`src/rtl/prio_enc_seg_scan_pkg.sv`:
```
// Shared constants and digit-pattern helper for the priority-encode-and-display block.
package prio_seg_pkg;

   localparam int unsigned BCD_W  = 4;
   localparam int unsigned SEG_W  = 8;
   localparam int unsigned DIG_W  = 2;
   localparam int unsigned MAX_CH = 100;

   localparam logic [SEG_W-1:0] SEG_BLANK = 8'h00;
   localparam logic [SEG_W-1:0] SEG_LAMP  = 8'h7F;
   localparam logic [DIG_W-1:0] DIG_OFF   = 2'b11;

   // Segment pattern for one decimal digit, dp always off; out-of-range digits blank.
   function automatic logic [SEG_W-1:0] seg_of(input logic [BCD_W-1:0] bcd);
      logic [SEG_W-1:0] pat;
      case (bcd)
         4'd0:    pat = 8'h3F;
         4'd1:    pat = 8'h06;
         4'd2:    pat = 8'h5B;
         4'd3:    pat = 8'h4F;
         4'd4:    pat = 8'h66;
         4'd5:    pat = 8'h6D;
         4'd6:    pat = 8'h7D;
         4'd7:    pat = 8'h07;
         4'd8:    pat = 8'h7F;
         4'd9:    pat = 8'h6F;
         default: pat = SEG_BLANK;
      endcase
      return pat;
   endfunction

endpackage

```
`src/rtl/prio_enc_seg_scan_if.sv`:
```
// Request/mode inputs and display/status outputs of the priority-encode-and-display block.
interface prio_enc_seg_scan_if #(
   parameter int unsigned CH = 16
);
   localparam int unsigned CW = $clog2(CH);

   logic [CH-1:0] data_in;
   logic          ei_n;
   logic          hold;
   logic          lt_n;
   logic [7:0]    seg;
   logic [1:0]    dig;
   logic          gs;
   logic          eo;
   logic [CW-1:0] code;
   logic          upd;

   modport master (
      output data_in, ei_n, hold, lt_n,
      input  seg, dig, gs, eo, code, upd
   );

   modport slave (
      input  data_in, ei_n, hold, lt_n,
      output seg, dig, gs, eo, code, upd
   );
endinterface

```
`src/rtl/prio_enc_seg_scan_seg7_dec.sv`:
```
// Combinational BCD to 7-segment decoder with blanking and lamp test (lamp wins).
module seg7_dec
   import prio_seg_pkg::*;
(
   input  logic [BCD_W-1:0] bcd,
   input  logic             blank,
   input  logic             lamp,
   output logic [SEG_W-1:0] seg_c
);

   always_comb begin
      seg_c = seg_of(bcd);
      if (blank) seg_c = SEG_BLANK;
      if (lamp)  seg_c = SEG_LAMP;
   end

endmodule

```
`src/rtl/prio_enc_seg_scan.sv`:
```
// Synchronised, debounced priority encoder (highest index wins) shown as a
// two-digit decimal on a scanned 7-segment display.
module prio_enc_seg_scan
   import prio_seg_pkg::*;
#(
   parameter int unsigned CH       = 16,
   parameter int unsigned DEB      = 4,
   parameter int unsigned SCAN_DIV = 1000
) (
   input  logic                clk,
   input  logic                rst,
   prio_enc_seg_scan_if.slave  bus
);

   localparam int unsigned CW     = $clog2(CH);
   localparam int unsigned CNT_W  = $clog2(DEB + 1);
   localparam int unsigned SDIV_W = $clog2(SCAN_DIV);
   localparam logic [CNT_W-1:0]  CNT_MAX  = CNT_W'(DEB - 1);
   localparam logic [SDIV_W-1:0] SDIV_MAX = SDIV_W'(SCAN_DIV - 1);

   logic [CH-1:0]     s1, s2;
   logic              ei_s1, ei_s2;
   logic              cand_present, acc_present;
   logic [CW-1:0]     cand_idx, acc_code;
   logic [CNT_W-1:0]  cnt;
   logic [SDIV_W-1:0] sdiv;
   logic              sel;
   logic [SEG_W-1:0]  seg_q;
   logic [DIG_W-1:0]  dig_q;
   logic              gs_q, eo_q, upd_q;

   logic              enc_present_c;
   logic [CW-1:0]     enc_idx_c;
   logic              accept_c;
   logic              acc_present_nx_c;
   logic [6:0]        code_ext_c;
   logic [BCD_W-1:0]  tens_c, ones_c, digit_c;
   logic              blank_c;
   logic [SEG_W-1:0]  seg_c;

   // Priority encoder: later (higher) low bits overwrite earlier ones.
   always_comb begin
      enc_present_c = 1'b0;
      enc_idx_c     = '0;
      if (!ei_s2) begin
         for (int i = 0; i < CH; i++) begin
            if (!s2[i]) begin
               enc_present_c = 1'b1;
               enc_idx_c     = CW'(i);
            end
         end
      end
   end

   always_comb begin
      accept_c = (cnt == CNT_MAX) && !bus.hold &&
                 ({cand_present, cand_idx} != {acc_present, acc_code});
      acc_present_nx_c = accept_c ? cand_present : acc_present;
   end

   // Decimal split and digit mux in front of the single decoder.
   always_comb begin
      code_ext_c = 7'(acc_code);
      tens_c     = 4'(code_ext_c / 7'd10);
      ones_c     = 4'(code_ext_c % 7'd10);
      digit_c    = sel ? tens_c : ones_c;
      blank_c    = !acc_present || (sel && (tens_c == 4'd0));
   end

   seg7_dec u_dec (
      .bcd   (digit_c),
      .blank (blank_c),
      .lamp  (!bus.lt_n),
      .seg_c (seg_c)
   );

   always_ff @(posedge clk) begin
      if (rst) begin
         s1           <= '1;
         s2           <= '1;
         ei_s1        <= 1'b1;
         ei_s2        <= 1'b1;
         cand_present <= 1'b0;
         cand_idx     <= '0;
         cnt          <= '0;
         acc_present  <= 1'b0;
         acc_code     <= '0;
         gs_q         <= 1'b1;
         eo_q         <= 1'b1;
         upd_q        <= 1'b0;
         sdiv         <= '0;
         sel          <= 1'b0;
         seg_q        <= SEG_BLANK;
         dig_q        <= DIG_OFF;
      end else begin
         s1    <= bus.data_in;
         s2    <= s1;
         ei_s1 <= bus.ei_n;
         ei_s2 <= ei_s1;

         cand_present <= enc_present_c;
         cand_idx     <= enc_idx_c;
         // Debounce restarts whenever the candidate changes, else saturates.
         if ({enc_present_c, enc_idx_c} != {cand_present, cand_idx}) cnt <= '0;
         else if (cnt != CNT_MAX)                                    cnt <= cnt + CNT_W'(1);

         if (accept_c) begin
            acc_present <= cand_present;
            acc_code    <= cand_idx;
         end
         upd_q <= accept_c;
         gs_q  <= !acc_present_nx_c;
         eo_q  <= acc_present_nx_c | ei_s2;

         if (sdiv == SDIV_MAX) begin
            sdiv <= '0;
            sel  <= !sel;
         end else begin
            sdiv <= sdiv + SDIV_W'(1);
         end
         seg_q <= seg_c;
         dig_q <= sel ? 2'b01 : 2'b10;
      end
   end

   assign bus.seg  = seg_q;
   assign bus.dig  = dig_q;
   assign bus.gs   = gs_q;
   assign bus.eo   = eo_q;
   assign bus.code = acc_code;
   assign bus.upd  = upd_q;

endmodule

```
`src/flat_wrapper.sv`:
```
// flat-port wrapper written by rule: the top's interface ports become plain ports
module prio_enc_seg_scan_flat import prio_seg_pkg::*;
#(
   parameter int unsigned CH       = 16,
   parameter int unsigned DEB      = 4,
   parameter int unsigned SCAN_DIV = 1000
)
  (clk, rst, bus_data_in, bus_ei_n, bus_hold, bus_lt_n, bus_seg, bus_dig, bus_gs, bus_eo, bus_code, bus_upd);
  prio_enc_seg_scan_if #(.CH(CH)) bus_i ();
  input  logic clk;
  input  logic rst;
  input wire logic [$bits(bus_i.data_in)-1:0] bus_data_in;
  input wire logic [$bits(bus_i.ei_n)-1:0] bus_ei_n;
  input wire logic [$bits(bus_i.hold)-1:0] bus_hold;
  input wire logic [$bits(bus_i.lt_n)-1:0] bus_lt_n;
  output wire logic [$bits(bus_i.seg)-1:0] bus_seg;
  output wire logic [$bits(bus_i.dig)-1:0] bus_dig;
  output wire logic [$bits(bus_i.gs)-1:0] bus_gs;
  output wire logic [$bits(bus_i.eo)-1:0] bus_eo;
  output wire logic [$bits(bus_i.code)-1:0] bus_code;
  output wire logic [$bits(bus_i.upd)-1:0] bus_upd;
  assign bus_i.data_in = bus_data_in;
  assign bus_i.ei_n = bus_ei_n;
  assign bus_i.hold = bus_hold;
  assign bus_i.lt_n = bus_lt_n;
  assign bus_seg = bus_i.seg;
  assign bus_dig = bus_i.dig;
  assign bus_gs = bus_i.gs;
  assign bus_eo = bus_i.eo;
  assign bus_code = bus_i.code;
  assign bus_upd = bus_i.upd;
  prio_enc_seg_scan #(.CH(CH), .DEB(DEB), .SCAN_DIV(SCAN_DIV)) u_core (.clk(clk), .rst(rst), .bus(bus_i));
endmodule
```
`config.mk`:
```
export PLATFORM = sky130hd
export DESIGN_NAME = prio_enc_seg_scan_flat
export DESIGN_NICKNAME = d
export VERILOG_FILES = /design/src/rtl/prio_enc_seg_scan_pkg.sv /design/src/rtl/prio_enc_seg_scan_if.sv /design/src/rtl/prio_enc_seg_scan_seg7_dec.sv /design/src/rtl/prio_enc_seg_scan.sv /design/src/flat_wrapper.sv
export SDC_FILE = /design/constraint.sdc
export NUM_CORES = 1
export LEC_CHECK = 0
export ABC_AREA = 1
export BUFFER_PORTS_ARGS = -buffer_cell sky130_fd_sc_hd__buf_2
export CORE_MARGIN = 2
export CORE_UTILIZATION = 59
export CTS_BUF_LIST = sky130_fd_sc_hd__clkbuf_4 sky130_fd_sc_hd__clkbuf_8
export DETAILED_ROUTE_END_ITERATION = 12
export PLACE_DENSITY = 0.82
export SLEW_MARGIN = 15
export SYNTH_ARGS = -nofsm -noshare
export SYNTH_HDL_FRONTEND = slang
export SYNTH_SLANG_ARGS = --single-unit
```
`constraint.sdc`:
```
create_clock -name clk -period 2.9 [get_ports clk]
set_input_delay 0.145 -clock clk [delete_from_list [all_inputs] [get_ports clk]]
set_output_delay 0.145 -clock clk [all_outputs]
set_load 0.05 [all_outputs]
```
==> flow_summary_export.csv, run 1 <==
group,metric,value,unit
outcome,outcome,"complete, no violations",
yosys,synth_common_cells,"70 x dfxtp_1, 48 x nand2_1, 35 x nor2_1, 35 x or2_2, 27 x inv_1",
pwr,power_density,601.2,nW/um^2
critical_path,critPathMaxFanout,5,
placed_design,dp_hpwl,3014,um
cells_and_area,seqCellArea,1401,sq um
timing,worst_slack,0.5797,ns
hold_path,worstHoldEndpoint,"u_core.s1[12]",
pwr,clockPowerShare,39.8,%
global_route,grt_overflow,0,
timing,fin_skew,0.004208,ns
yosys,synth_edf_count,0,
floorplanning,fp.dieArea,5129,sq um
timing,setup_violations,0,
cells_and_area,area.growth.synth_to_final,21.75,%
pwr,switching_share,23.83,%
yosys,yosysWarningCount,0,
yosys,async_reset_ff_share,0,%
timing,tns,0,ns
timing,hold_violations,0,
floorplanning,coreArea,4384,sq um
yosys,synth_ff_type,"dfxtp_1",
timing,period_share,80.01,%
routing,first_iter_violations,82,
critical_path,cp.required,3.10,ns
cells_and_area,fin_nets,403,
yosys,syn_inst,316,
yosys,synth.distinct_cells,33,
floorplanning,die_w,71.62,um
routing,vias,2130,
clocking,hold_buffers,16,
critical_path,crit_path_end_kind,"flop",
hold_path,min_from,"bus_data_in[12]",
cells_and_area,fill_cells,312,
yosys,ys_top_cells_by_area,"dfxtp_1 52%, or2_2 8.1%, nand2_1 6.7%, nor2_1 4.9%, ha_1 4.2%",
timing,finalMaxSlewViolations,0,
hold_path,holdPathStages,2,
clocking,cts_root_buf,"clkbuf_8",
global_route,grt_util_all_layers,19.93,%
pwr,p_int,1504,uW
global_route,grt_pass1_vias,1992,
clocking,cts_tree,"done",
timing,slew_headroom,52.22,%
routing,via_per_inst,4.953,
pwr,p_comb_share,8.7,%
clocking,clk_pin_slew_worst_paths,0.07,ns
clocking,htree_levels,3,
floorplanning,num_io_pins,38,
cells_and_area,multi_input_area,1144,sq um
floorplanning,start_util,61.53,%
clocking,post-cts-setup-buffer-count,0,
global_route,grt_max_degree,52,
critical_path,reg2reg_to,"u_core.bus.seg[5]",
clocking,clk_latency,0.35,ns
cells_and_area,antennaDiodeCount,0,
yosys,synthesis.nets,346,
timing,clock.fmax,431.0,MHz
critical_path,timing.rr.start,"u_core.bus.code[1]",
flow_run,maxCapViolations,0,
yosys,yosys.area.top_type,"dfxtp_1",
placed_design,place.port_buffers,36,
pwr,total_power,1975,uW
pwr,power_leakage,0.001440,uW
floorplanning,dieHeight,71.62,um
yosys,yosys.area.top_type_share,51.95,%
pwr,seq_power_share,51.5,%
placed_design,place_congestion,0.8224,
timing,whs,0.009357,ns
pwr,irDropWorstVdd,447.5,uV
yosys,synth_seq_cells,70,
yosys,syn_area,2698,sq um
clocking,cts_resized,0,
pwr,switchingPower,470.6,uW
global_route,antenna_found_initial,0,
floorplanning,std_cell_rows,24,
global_route,grt_pass1_wl,7921,um
hold_path,min_path_type,"input pin to flop",
clocking,cts_made_buffers,9,
critical_path,critPathKind,"flop to flop",
routing,drc,0,
routing,dr.pass1.iters,4,
routing,ant_nets,0,
timing,worst_pin_slew,0.7167,ns
cells_and_area,drive_gt1_share,26.72,%
placed_design,place_ws,0.5925,ns
clocking,cts_max_path_buffers,2,
routing,wl_per_cell,10.88,um
critical_path,crit_arrival,2.52,ns
yosys,yosysMostFrequentCell,"dfxtp_1",
yosys,yosysSeqAreaShare,51.95,%
critical_path,reg2reg_depth,15,
critical_path,rrSetupSlack,0.58,ns
yosys,synth_area_per_cell,8.537,sq um
clocking,numClockSinks,70,
routing,wirelength,4680,um
timing,fin_crit,2.320,ns
timing,grt_setup_unrepaired,"no",
critical_path,cp-start-kind,"flop",
==> area by class of cell <==
cell class / count / share of cell area [%]
Clock buffer: 11 / 4.419
Clock inverter: 5 / 1.790
Inverter: 32 / 3.733
Multi-Input combinational cell: 207 / 34.82
Sequential cell: 70 / 42.67
Tap cell: 52 / 1.981
Timing Repair Buffer: 53 / 10.59
==> how the worst max path moves through the flow <==
stage,from,endpoint,cells past startpoint
6_report,u_core.bus.code[1],u_core.bus.seg[5],15
5_1_grt,u_core.bus.code[1],u_core.bus.seg[5],15
4_1_cts,u_core.bus.code[1],u_core.bus.seg[5],15
3_5_place_dp,u_core.bus.code[1],u_core.bus.seg[5],15
3_3_place_gp,u_core.bus.code[1],u_core.bus.seg[4],14
2_1_floorplan,u_core.bus.code[1],u_core.bus.seg[4],14
==> power by group through the flow <==
| stage | logic [uW] | clock network (uW) | registers [uW] |
|---|---|---|---|
| after floorplan | 90.8 | 0 | 1060 |
| after global placement | 150 | 0 | 1040 |
| after detailed placement | 153 | 0 | 1040 |
| final | 171 | 786 | 1020 |
| after CTS | 171 | 797 | 1020 |
| after global routing | 195 | 837 | 1020 |
==> per-stage QoR <==
stage | instances | cell area, sq um | utilization [%]
after detailed placement | 398 | 2920 | 66.61
after floorplan | 316 | 2698 | -
after global routing | 430 | 3284 | 74.91
after CTS | 430 | 3284 | 74.91
final | 430 | 3284 | 74.91
after global placement | 398 | 2920 | 66.61
==> registers in the layout, indices dropped and copies added, names as in the netlist <==
signal               cells
u_core.s1               16
u_core.s2               16
u_core.sdiv             10
u_core.bus.seg           7
u_core.bus.code          4
u_core.cand_idx          4
u_core.cnt               3
u_core.bus.dig           2
u_core.acc_present       1
u_core.bus.eo            1
u_core.bus.gs            1
u_core.bus.upd           1
u_core.cand_present      1
u_core.ei_s1             1
u_core.ei_s2             1
u_core.sel               1
==> cell usage in the layout, fill, tap and decap left out, types with 2 or more instances in the layout <==
cell type / netlist / final
dfxtp_1: 70 / 70
nand2_1: 48 / 48
buf_2: 0 / 36
nor2_1: 35 / 35
or2_2: 35 / 35
inv_1: 27 / 27
a21oi_1: 19 / 19
dlygate4sd3_1: 0 / 16
o21ai_0: 15 / 15
nand3_1: 11 / 11
clkbuf_8: 0 / 10
ha_1: 9 / 9
inv_2: 4 / 4
nor3_1: 4 / 4
xor2_1: 4 / 4
nand4_1: 3 / 3
nor3_2: 2 / 2
nor3b_1: 2 / 2
a31oi_1: 2 / 2
xnor2_1: 2 / 2
a221oi_1: 2 / 2
nor2_4: 2 / 2
o21ai_1: 2 / 2
clkinvlp_4: 0 / 2
==> worst max-delay path, cell delays in order (launching register included) <==
cell and delay, ns:
dfxtp_1 0.35, inv_2 0.13, ha_1 0.17, inv_1 0.05
ha_1 0.20, inv_1 0.10, o21ai_4 0.08, inv_2 0.06
nor2_1 0.04, nor3_2 0.31, inv_1 0.12, ha_1 0.21
nand2_1 0.08, o21ai_0 0.08, o21ai_1 0.13, a21oi_1 0.07
==> cells by family (layout without fill, tap and decap cells) <==
group	Yosys count	in the layout	synth area share, %
compound gates	45	45	9.648
xor+xnor	6	6	1.948
fa+ha+maj	9	9	4.174
buf+inv	39	101	5.659
flops	70	70	51.95
mux	1	1	0.3711
other cells	1	1	0.1390
simple gates	145	145	26.11
==> routing by layer <==
metal	part of all wire [%]	routed length [um]	GRT usage (%)	vias up
met5	0	0	0	-
met4	2.2	104	10.69	0
li1	-	-	-	1120
met2	50	2331	35.19	67
met3	5.4	254	6.048	12
met1	43	1990	21.21	931
Note: power is estimated with default switching activity, not from simulation.
==> run 2, diff against run 1 <==
Clock period 2.9 ns to 2.2 ns, I/O delays scaled along.
==> run 2 against run 1 <==
First-iteration DRC count increased by 44%. Maximum frequency increased by 12%. Worst setup slack got worse by 0.45 ns. Count of clock-buffer cells in the layout decreased by 2. Die area unchanged. Design area increased by 1.2%. Sequential cell count unchanged. Via count increased by 1.7%. Critical path type unchanged. Largest cell class unchanged.
==> flow_summary_export.csv, run 2 (synthesis results as in run 1) <==
group,metric,value,unit
critical_path,cp-endpoint,"u_core.bus.seg[4]",
floorplanning,dieHeight,71.62,um
timing,worst_slack,0.1328,ns
clocking,cts_root_buf,"clkbuf_8",
hold_path,min_path_type,"input pin to flop",
placed_design,place.port_buffers,36,
clocking,htree_levels,3,
hold_path,holdPathStages,2,
placed_design,postPlaceCellArea,2945,sq um
timing,period_share,93.97,%
critical_path,cp_cell_sequence,"inv_4, ha_1, inv_1, ha_2, inv_1, o21ai_4, inv_2, nor2_2, nor3_2, buf_4, ha_1, nand2_1, o21ai_0, o21ai_1, a21oi_1",
routing,ant_nets,0,
global_route,grt_max_degree,33,
critical_path,cp.required,2.43,ns
timing,hold_violations,0,
cells_and_area,fin_nets,407,
global_route,grt_overflow,0,
cells_and_area,top_regs,"u_core.s1 x16, u_core.s2 x16, u_core.sdiv x10",
timing,grt_setup_unrepaired,"no",
cells_and_area,area.growth.synth_to_final,23.24,%
global_route,grt_use_met3,8.861,%
cells_and_area,layout_common_cells,"68 x dfxtp_1, 48 x nand2_1, 36 x buf_2",
critical_path,rrSetupSlack,0.13,ns
floorplanning,num_io_pins,38,
critical_path,cp_top_family,"adder cells",
global_route,grt_pass1_wl,8473,um
pwr,power_density,764.3,nW/um^2
timing,finalMaxSlewViolations,0,
routing,dr.pass1.iters,4,
routing,wl_per_cell,11.30,um
cells_and_area,final_cell_area,3324,sq um
pwr,power_leakage,0.001454,uW
floorplanning,fp.dieArea,5129,sq um
routing,via_per_inst,4.991,
cells_and_area,drive_gt1_share,28.53,%
critical_path,critPathMaxFanout,5,
flow_run,maxCapViolations,0,
placed_design,dp_hpwl,3152,um
critical_path,crit_arrival,2.30,ns
clocking,clk_pin_slew_worst_paths,0.08,ns
clocking,cts_max_path_buffers,2,
routing,vias,2166,
cells_and_area,antennaDiodeCount,0,
floorplanning,die_w,71.62,um
clocking,cts_made_buffers,9,
global_route,grtUsageMet2,37.76,%
global_route,grtUsageMet1,22.74,%
pwr,total_power,2541,uW
timing,clock.fmax,483.7,MHz
critical_path,cp-startpoint,"u_core.bus.code[1]",
outcome,outcome,"complete, no violations",
critical_path,reg2reg_to,"u_core.bus.seg[4]",
critical_path,crit_path_end_kind,"flop",
clocking,post-cts-setup-buffer-count,0,
pwr,irDropWorstVdd,618.9,uV
floorplanning,std_cell_rows,24,
critical_path,reg2reg_depth,15,
placed_design,place_congestion,0.7973,
timing,fin_crit,2.067,ns
critical_path,critPathKind,"flop to flop",
cells_and_area,layout_commonest_cell,"dfxtp_1",
routing,drc,0,
routing,first_iter_violations,118,
cells_and_area,final_util,75.83,%
critical_path,cp-start-kind,"flop",
timing,fin_skew,0.01024,ns
critical_path,path_buf_inv,5,
floorplanning,start_util,61.53,%
clocking,numClockSinks,70,
timing,setup_violations,0,
critical_path,timing.rr.start,"u_core.bus.code[1]",
floorplanning,coreArea,4384,sq um
global_route,grt_pass1_vias,2043,
routing,wirelength,4903,um
timing,tns,0,ns
global_route,antenna_found_initial,0,
critical_path,crit_path_top_delay_cell,"dfxtp_4",
critical_path,slowest_delay,0.38,ns
clocking,clk_latency,0.36,ns
placed_design,place_ws,0.1326,ns
clocking,cts_tree,"done",
global_route,grt_util_all_layers,21.65,%
hold_path,min_from,"bus_lt_n",
critical_path,worstSetupPathDepth,15,
global_route,top_usage_layer,"met2",
-- run 2: worst min-delay path by stage --
stage | end | slack, ns
floorplan | u_core.bus.seg[0] | 0.21
global placement | u_core.s1[9] | 0.29
detailed placement | u_core.s1[0] | 0.29
CTS | u_core.bus.seg[3] | 0.01
global route | u_core.bus.seg[1] | 0.02
finish | u_core.bus.seg[3] | 0.03
-- run 2: metrics by stage --
| stage | cells | hold WS [ns] |
|---|---|---|
| final | 434 | 0.02562 |
| after global routing | 434 | 0.02079 |
| after CTS | 434 | 0.01074 |
| after detailed placement | 401 | 0.2936 |
| after global placement | 401 | 0.2922 |
| after floorplan | 316 | 0.2059 |
-- run 2: report_power, final --
part / switching [uW] / internal, uW
registers: 22.1 / 1320
logic: 129 / 101
clock network: 537 / 435
total: 688 / 1850
-- run 2: timing repair --
item                                    4_1_cts  5_1_grt
hold endpoints to repair                     17        0
hold buffers                                 17        0
gates resized for setup                       0        8
endpoints found under the setup margin        0        7
-- run 2: area by class of cell --
class | count | area [sq um]
Sequential cell | 70 | 1406
Multi-Input combinational cell | 207 | 1159
Fill cell | 313 | 1060
Timing Repair Buffer | 57 | 380.4
Inverter | 32 | 125.1
Clock buffer | 9 | 123.9
Clock inverter | 7 | 65.06
Tap cell | 52 | 65.06
-- run 2: worst register-to-register path, cell delays in order, from the launching register on --
cell and delay (ns):
dfxtp_4 0.38, inv_4 0.06, ha_1 0.19, inv_1 0.06
ha_2 0.19, inv_1 0.07, o21ai_4 0.09, inv_2 0.06
nor2_2 0.11, nor3_2 0.06, buf_4 0.16, ha_1 0.19
nand2_1 0.07, o21ai_0 0.08, o21ai_1 0.12, a21oi_1 0.06
-- run 2: per-layer routing --
| metal | part of all wire [%] | vias to the layer above | wire length, um |
|---|---|---|---|
| met5 | 0 | - | 0 |
| met4 | 1.2 | 0 | 61 |
| met3 | 5.8 | 5 | 285 |
| met2 | 50 | 66 | 2458 |
| met1 | 43 | 961 | 2097 |
| li1 | - | 1134 | - |
==> run 3, diff against run 2 <==
Settings changed: CORE_UTILIZATION 59 to 63, PLACE_DENSITY 0.82 to 0.87.
Clock period 2.2 ns to 2.45 ns, I/O delays scaled along.
==> run 3 against run 2 <==
Die area down 6.0%. Critical endpoint unchanged. Combinational power shrank 10%. Sequential cell count did not move. Clock power fell by 8.5%. Register-to-register slack better by 0.12 ns. Via count shrank 0.92%. Sequential share of layout area rose by 0.25 points. Cell count down 0.92%.
==> flow_summary_export.csv, run 3 (synthesis results as in run 1) <==
group,metric,value,unit
routing,first_iter_violations,170,
pwr,clockPowerShare,38.7,%
routing,vias,2146,
outcome,outcome,"complete, no violations",
global_route,grt_pass1_wl,8362,um
global_route,grt_pass1_vias,2006,
timing,setup_violations,0,
critical_path,timing.rr.start,"u_core.bus.code[1]",
timing,fin_skew,0.01111,ns
hold_path,worstHoldEndpoint,"u_core.bus.seg[0]",
timing,worst_pin_slew,1.075,ns
pwr,switching_share,25.02,%
routing,dr.pass1.iters,4,
routing,via_per_inst,4.991,
placed_design,place_ws,0.1804,ns
global_route,grt_max_degree,51,
timing,hold_violations,0,
floorplanning,die_w,69.44,um
critical_path,cp.required,2.68,ns
placed_design,place.port_buffers,36,
flow_run,maxCapViolations,0,
critical_path,crit_arrival,2.42,ns
global_route,grt_overflow,0,
timing,fin_crit,2.196,ns
cells_and_area,drive_gt1_share,27.11,%
pwr,irDropWorstVdd,620.2,uV
pwr,switchingPower,575.7,uW
timing,period_share,89.63,%
clocking,clk_pin_slew_worst_paths,0.08,ns
pwr,power_leakage,0.001445,uW
pwr,p_comb_share,8.9,%
routing,wirelength,5015,um
pwr,power_density,698.6,nW/um^2
critical_path,reg2reg_depth,15,
critical_path,critPathKind,"flop to flop",
critical_path,crit_path_end_kind,"flop",
floorplanning,num_io_pins,38,
critical_path,critPathMaxFanout,5,
placed_design,dp.cells,397,
clocking,cts_max_path_buffers,2,
cells_and_area,final_cells,430,
timing,slew_headroom,27.55,%
routing,drc,0,
global_route,antenna_found_initial,0,
cells_and_area,area.growth.synth_to_final,22.08,%
hold_path,min_path_type,"input pin to flop",
pwr,p_int,1725,uW
clocking,cts_made_buffers,9,
global_route,grt_util_all_layers,22.10,%
timing,finalMaxSlewViolations,0,
cells_and_area,top_regs,"u_core.s1 x16, u_core.s2 x16, u_core.sdiv x10",
timing,worst_slack,0.2542,ns
hold_path,holdPathStages,2,
clocking,cts_tree,"done",
cells_and_area,antennaDiodeCount,0,
hold_path,min_from,"bus_lt_n",
clocking,cts_root_buf,"clkbuf_8",
timing,grt_setup_unrepaired,"no",
placed_design,dp_hpwl,3029,um
critical_path,reg2reg_to,"u_core.bus.seg[4]",
clocking,numClockSinks,70,
cells_and_area,fin_nets,405,
pwr,seq_power_share,52.4,%
floorplanning,dieHeight,69.44,um
routing,ant_nets,0,
timing,clock.fmax,455.4,MHz
floorplanning,start_util,66.48,%
timing,tns,0,ns
critical_path,rrSetupSlack,0.25,ns
cells_and_area,layout_common_cells,"70 x dfxtp_1, 48 x nand2_1, 36 x buf_2",
cells_and_area,layout_commonest_cell,"dfxtp_1",
placed_design,place_congestion,0.7932,
clocking,htree_levels,3,
floorplanning,fp.dieArea,4821,sq um
critical_path,cp-start-kind,"flop",
routing,wl_per_cell,11.66,um
floorplanning,std_cell_rows,23,
floorplanning,coreArea,4058,sq um
clocking,clk_latency,0.35,ns
## run 3: metrics by stage
stage          cell area, sq um  hold slack (ns)  utilization [%]  power [uW]
6_report                   3293          0.03826            81.16        2301
5_1_grt                    3293          0.04736            81.16        2397
4_1_cts                    3289          0.03234            81.07        2300
3_5_place_dp               2925           0.3060            72.09        1412
3_3_place_gp               2925           0.3051            72.09        1405
2_1_floorplan              2698           0.2184                -        1366
## run 3: how the worst max path moves through the flow
| stage | startpoint | end | slack [ns] | cells past startpoint |
|---|---|---|---|---|
| after floorplan | u_core.bus.code[1] | u_core.bus.seg[4] | 0.05 | 14 |
| after global placement | u_core.bus.code[1] | u_core.bus.seg[4] | 0.33 | 14 |
| after detailed placement | u_core.bus.code[1] | u_core.bus.seg[4] | 0.18 | 14 |
| after CTS | u_core.bus.code[1] | u_core.bus.seg[4] | 0.16 | 14 |
| after global routing | u_core.bus.code[1] | u_core.bus.seg[4] | 0.07 | 14 |
| final | u_core.bus.code[1] | u_core.bus.seg[4] | 0.25 | 15 |
## run 3: power by group through the flow
| stage | Sequential, uW | Clock [uW] | Combinational [uW] |
|---|---|---|---|
| CTS | 1200 | 893 | 203 |
| global route | 1210 | 956 | 230 |
| detailed placement | 1230 | 0 | 181 |
| global placement | 1230 | 0 | 177 |
| floorplan | 1260 | 0 | 107 |
| finish | 1200 | 890 | 205 |
## run 3: layer usage
layer  wire (um)  share of wire, %  GRT usage, %
met1        2114                42         23.69
met2        2510                50         39.64
met3         278               5.5         5.669
met4         112               2.2         11.55
met5           0                 0             0
## run 3: layout make-up
class / count / area, sq um
well taps: 50 / 62.56
inverters: 32 / 122.6
clock inverters: 4 / 28.78
multi-input cells: 207 / 1147
repair buffers: 55 / 365.4
fillers: 248 / 764.5
flip-flops and latches: 70 / 1401
clock buffers: 12 / 165.2
## run 3: worst max-delay path: stages (launching register included)
cell	delay, ns
dfxtp_1	0.40
inv_2	0.09
ha_1	0.20
inv_1	0.05
ha_1	0.17
inv_1	0.08
o21ai_4	0.09
inv_2	0.05
nor2_1	0.12
nor3_2	0.06
buf_4	0.16
ha_1	0.19
nand2_1	0.06
o21ai_0	0.08
o21ai_0	0.18
a21oi_1	0.08
## run 3: what timing repair did
action	CTS	global route
buffers inserted	0	0
gates resized for setup	0	1
hold endpoints to repair	17	0
endpoints found under the setup margin	0	1
hold buffers	17	0
